**config.mk**
```make
export PLATFORM = sky130hd
export DESIGN_NAME = alu_seq_core
export DESIGN_NICKNAME = d
export VERILOG_FILES = /design/src/rtl/alu_seq_core.sv
export SDC_FILE = /design/constraint.sdc
export NUM_CORES = 1
export LEC_CHECK = 0
export ABC_AREA = 1
export CELL_PAD_IN_SITES_DETAIL_PLACEMENT = 2
export CELL_PAD_IN_SITES_GLOBAL_PLACEMENT = 2
export CORE_ASPECT_RATIO = 1.5
export CORE_UTILIZATION = 30
export CTS_BUF_LIST = sky130_fd_sc_hd__clkbuf_16
export CTS_CLUSTER_DIAMETER = 200
export DETAILED_ROUTE_END_ITERATION = 8
export GPL_TIMING_DRIVEN = 0
export PLACE_DENSITY_LB_ADDON = 0.25
export RECOVER_POWER = 50
export SYNTH_ARGS = -nofsm -noshare
export SYNTH_HDL_FRONTEND = slang
export SYNTH_SLANG_ARGS = --single-unit
```
**constraint.sdc**
```tcl
create_clock -name clk_i -period 4.48 [get_ports clk_i]
set_input_delay 0.896 -clock clk_i [delete_from_list [all_inputs] [get_ports clk_i]]
set_output_delay 0.896 -clock clk_i [all_outputs]
set_load 0.05 [all_outputs]
```
**src/rtl/alu_seq_core.sv**
```systemverilog
// Registered MIPS R-type ALU core (AND/OR/ADD/SUB/SLT, iterative SLL/SRL) with a
// one-entry output register and valid/ready handshakes on both sides.
module alu_seq_core #(
    parameter int unsigned WIDTH = 32,
    localparam int unsigned SHW = $clog2(WIDTH)
) (
    input  logic             clk_i,
    input  logic             rst_i,
    input  logic             in_valid_i,
    output logic             in_ready_o,
    input  logic [5:0]       funct_i,
    input  logic [WIDTH-1:0] src_a_i,
    input  logic [WIDTH-1:0] src_b_i,
    input  logic [SHW-1:0]   shamt_i,
    output logic             out_valid_o,
    input  logic             out_ready_i,
    output logic [WIDTH-1:0] result_o,
    output logic             out_zero_o,
    output logic             out_ovf_o,
    output logic             out_err_o
);

    localparam logic [5:0] FnAnd = 6'd36;
    localparam logic [5:0] FnOr  = 6'd37;
    localparam logic [5:0] FnAdd = 6'd32;
    localparam logic [5:0] FnSub = 6'd34;
    localparam logic [5:0] FnSlt = 6'd42;
    localparam logic [5:0] FnSll = 6'd0;
    localparam logic [5:0] FnSrl = 6'd2;

    typedef enum logic [0:0] {StIdle, StShift} state_e;

    state_e           state_q, state_d;
    logic [WIDTH-1:0] acc_q, acc_d;
    logic [SHW-1:0]   cnt_q, cnt_d;
    logic             left_q, left_d;
    logic [WIDTH-1:0] result_q, result_d;
    logic             zero_q, zero_d;
    logic             ovf_q, ovf_d;
    logic             err_q, err_d;
    logic             valid_q, valid_d;

    logic             accept;
    logic [WIDTH-1:0] sum, diff;
    logic             ovf_add, ovf_sub;
    logic             load;
    logic [WIDTH-1:0] load_res;
    logic             load_ovf, load_err;

    assign in_ready_o = (state_q == StIdle) && (!valid_q || out_ready_i);
    assign accept     = in_valid_i && in_ready_o;

    assign sum  = src_a_i + src_b_i;
    assign diff = src_a_i - src_b_i;
    // Signed overflow: operand signs (as seen by the adder) agree but result sign differs.
    assign ovf_add = (src_a_i[WIDTH-1] == src_b_i[WIDTH-1]) && (sum[WIDTH-1] != src_a_i[WIDTH-1]);
    assign ovf_sub = (src_a_i[WIDTH-1] != src_b_i[WIDTH-1]) && (diff[WIDTH-1] != src_a_i[WIDTH-1]);

    always_comb begin
        state_d  = state_q;
        acc_d    = acc_q;
        cnt_d    = cnt_q;
        left_d   = left_q;
        load     = 1'b0;
        load_res = '0;
        load_ovf = 1'b0;
        load_err = 1'b0;

        unique case (state_q)
            StIdle: begin
                if (accept) begin
                    unique case (funct_i)
                        FnAnd: begin load = 1'b1; load_res = src_a_i & src_b_i; end
                        FnOr:  begin load = 1'b1; load_res = src_a_i | src_b_i; end
                        FnAdd: begin load = 1'b1; load_res = sum; load_ovf = ovf_add; end
                        FnSub: begin load = 1'b1; load_res = diff; load_ovf = ovf_sub; end
                        FnSlt: begin
                            load     = 1'b1;
                            load_res = {{(WIDTH-1){1'b0}}, diff[WIDTH-1] ^ ovf_sub};
                        end
                        FnSll, FnSrl: begin
                            acc_d   = src_a_i;
                            cnt_d   = shamt_i;
                            left_d  = (funct_i == FnSll);
                            state_d = StShift;
                        end
                        default: begin load = 1'b1; load_err = 1'b1; end
                    endcase
                end
            end
            StShift: begin
                if (cnt_q != '0) begin
                    acc_d = left_q ? (acc_q << 1) : (acc_q >> 1);
                    cnt_d = cnt_q - SHW'(1);
                end else begin
                    load     = 1'b1;
                    load_res = acc_q;
                    state_d  = StIdle;
                end
            end
            default: state_d = StIdle;
        endcase
    end

    // A fresh load wins over the drain at the same edge.
    always_comb begin
        valid_d  = valid_q && !out_ready_i;
        result_d = result_q;
        zero_d   = zero_q;
        ovf_d    = ovf_q;
        err_d    = err_q;
        if (load) begin
            valid_d  = 1'b1;
            result_d = load_res;
            zero_d   = (load_res == '0);
            ovf_d    = load_ovf;
            err_d    = load_err;
        end
    end

    always_ff @(posedge clk_i) begin
        if (rst_i) begin
            state_q  <= StIdle;
            acc_q    <= '0;
            cnt_q    <= '0;
            left_q   <= 1'b0;
            result_q <= '0;
            zero_q   <= 1'b0;
            ovf_q    <= 1'b0;
            err_q    <= 1'b0;
            valid_q  <= 1'b0;
        end else begin
            state_q  <= state_d;
            acc_q    <= acc_d;
            cnt_q    <= cnt_d;
            left_q   <= left_d;
            result_q <= result_d;
            zero_q   <= zero_d;
            ovf_q    <= ovf_d;
            err_q    <= err_d;
            valid_q  <= valid_d;
        end
    end

    assign out_valid_o = valid_q;
    assign result_o    = result_q;
    assign out_zero_o  = zero_q;
    assign out_ovf_o   = ovf_q;
    assign out_err_o   = err_q;

endmodule

```
==> results.yml <==
floorplan:
  die_h_um: 231.1
  die_area_um2: 35770
  pin_count: 116
  initial_core_util: 0.3055
  num_rows: 83
  die_x_um: 154.8
  core_area_um2: 34370
yosys:
  synthMuxAreaShare: 0.0009532
  synth-simple-area-share: 0.4112
  synth-edff-count: 0
  ys_async_sr_fraction: 0
  yosys.cell_types.count: 47
  avgSynthCellArea_um2: 5.652
  syn-cell-area_um2: 10500
  synth-xor-area-share: 0.002502
  synth_fa_ha_area_frac: 0.1284
  syn-num-nets: 2043
  synth_top_family_by_area: "simple AND/OR/NAND/NOR gates"
  ys_seq_elements: 75
  yosysSeqAreaShare: 0.1430
  synthCells: 1858
  ys.flop_type: "dfxtp_1"
  synth_compound_gate_area_share: 0.1357
  yosysWarnings: 0
setup_path:
  critPathMaxStageDelay_ps: 540
  cpMaxStageDelayCell: "fa_2"
  path_common_cell: "nand2_2"
  rrSetupSlack_ps: 1710
  cp_cell_sequence: "clkdlybuf4s50_1 -> inv_1 -> ha_1 -> buf_6 -> nor2_4 -> nand2_4 -> nor4_4 -> nand2_4 -> nand2_2 -> nand2_2 -> nand2_2 -> a21oi_4 -> fa_2 -> inv_1 -> a221oi_1 -> nand3_1 -> nand2_1 -> nand2_1 -> nor2_2 -> nand2_2 -> nor2_2 -> nand3_2 -> a21oi_2"
  cp.required_ps: 4760
  path_max_fanout: 9
  critPathBufInv: 4
  cp.arrival_ps: 4620
  worst_setup_path_end_kind: "flop"
  crit_family: "simple AND/OR/NAND/NOR gates"
  path_class: "input pin to flop"
  cp-start-kind: "input pin"
timing:
  relSlewSlack: 0.4418
  fin_crit_sh: 0.9683
  slew_violations: 0
  finClkSkew_ps: 5.720
  finalSetupViolCount: 0
  hold_violations: 0
  fin_crit_ps: 4338
  tightest_slew_ps: 837.3
  layout_setup_ws_ps: 142.0
  tns_ps: 0
  max_freq_mhz: 230.5
place:
  place_congestion: 0.9400
  post-place-ws_ps: -1046
  dp_hpwl_um: 43950
  port_buffers: 115
cells_and_area:
  syn_to_final_growth_pct: 23.85
  drive_above_1_share: 0.1252
  num-fill-cells: 4413
  diodes: 0
  fin_nets: 2201
clock_network:
  clk_pin_slew_worst_paths_ps: 50
  clock_latency_ps: 350
  cts_hold_buf: 0
  tritoncts: "built"
  cts-htree-levels: 3
  clockBufferDepth: 2
  cts_buffers: 9
  cts_sinks: 75
  clock-root-buffer: "clkbuf_16"
hold_path:
  hold_path_class: "flop to flop"
pwr:
  vdd_ir_drop_max_v: 0.0002510
  powerDensity_nw_per_um2: 192.0
  cellLeakagePower_nw: 7.245
detailed_routing:
  route.detailed.drc: 0
  routed_wl_um: 52410
  routed_via_density: 5.115
  vias: 12721
  drt-initial-drc-count: 501
  wl_per_cell_um: 21.07
  dr.pass1.iters: 4
  antenna_left: 0
global_routing:
  grt_pass1_wl_um: 78110
  grt_pass1_vias: 13863
  antenna_found_initial: 0
  grt_start_max_net_pins: 12
  gr-total-overflow: 0
  groute.usage.overall: 0.2910
outcome:
  status: "completed"
job:
  drv_cap: 0
==> power breakdown <==
group	internal, W	total (W)	switching, W
Clock	0.000362	0.000650	0.000288
Sequential	0.000679	0.000685	0.00000616
Combinational	0.000386	0.00116	0.000776
Total	0.00143	0.00250	0.00107
==> area by class of cell <==
type,instances,area (um2),share of cell area
plain buffers,66,425.4,0.03271
clock buffers,9,225.2,0.01732
clock inverters,6,25.02,0.001924
inverters,392,1474,0.1133
multi-input cells,1325,7420,0.5705
flip-flops and latches,75,1501,0.1154
well taps,467,584.3,0.04493
repair buffers,147,1351,0.1039
==> timing repair <==
item,4_1_cts,5_1_grt
buffers inserted,11,21
resized for setup,96,56
setup endpoints to repair,3,2
pin swaps,16,22
==> cells in the final DEF, fill, tap and decap left out, drive strengths merged, types with 41 or more instances in the layout <==
cell    instances
nor2          156
clkbuf         41
inv           390
buf            71
o22ai          63
dfxtp          75
a21oi         104
nand3         173
nand2         570
ha            103
o21ai          42
==> sequential cells by signal, indices dropped and copies added, names as in the netlist <==
| signal | flops |
|---|---|
| acc_q | 32 |
| cnt_q | 5 |
| left_q | 1 |
| out_err_o | 1 |
| out_ovf_o | 1 |
| out_valid_o | 1 |
| out_zero_o | 1 |
| result_o | 32 |
| state_q | 1 |
==> path summary, 6_finish.rpt <==
path / startpoint / cells after the start / end
worst max-delay path: src_b_i[15] / 23 / out_zero_o
worst min-delay path: out_err_o / 2 / out_err_o
worst max register to register: cnt_q[0] / 8 / acc_q[6]
worst min register to register: out_err_o / 2 / out_err_o
==> per-stage QoR <==
stage / power (W) / hold slack (ps) / cell area, um2 / std cells / util
after global routing: 0.002639 / 510.2 / 13010 / 2487 / 0.3784
after detailed placement: 0.001765 / 471.7 / 12240 / 2440 / 0.3560
final: 0.002497 / 492.8 / 13010 / 2487 / 0.3784
after CTS: 0.002458 / 490.9 / 12700 / 2466 / 0.3694
after floorplan: 0.001365 / 472.6 / 10500 / 1858 / -
after global placement: 0.001727 / 465.3 / 12240 / 2440 / 0.3560
==> kinds of logic after synthesis <==
group,after synthesis
buffers and inverters,458
adders and majority gates,106
xor gates and xnor gates,3
AOI/OAI and AO/OA,242
DFF,75
and+or+nand+nor,973
muxes,1
==> synth_stat cells (10+ instances only) <==
cell type / count / area (um2)
buf_6: 11 / 123.9
nor2_2: 26 / 162.7
nand2_2: 31 / 193.9
nand2_1: 534 / 2004
o21ai_0: 40 / 200.2
buf_4: 14 / 105.1
clkbuf_1: 26 / 97.59
inv_2: 21 / 78.83
a21oi_1: 92 / 460.4
a22oi_1: 22 / 165.2
ha_1: 103 / 1289
buf_2: 12 / 60.06
a21oi_2: 12 / 105.1
nor2_1: 126 / 473.0
dfxtp_1: 75 / 1501
inv_1: 367 / 1378
nand4_1: 29 / 181.4
o22ai_1: 63 / 394.1
nand3_1: 169 / 845.8
nand3b_1: 10 / 75.07
==> routing by layer <==
layer / vias to the layer above / routed length (um) / global-route usage
li1: 6106 / - / -
met1: 6256 / 20430 / 0.3121
met2: 240 / 27560 / 0.5674
met3: 119 / 1324 / 0.01384
met4: 0 / 3084 / 0.1519
met5: - / 0 / 0
==> worst min-delay path: cells and delay by family, from the launching register on <==
family	cells	cell delay (ps)
flip-flops	1	320
AND/OR/NAND/NOR	1	60
AO/OA/AOI/OAI	1	60
Note: power is estimated with default switching activity, not from simulation.
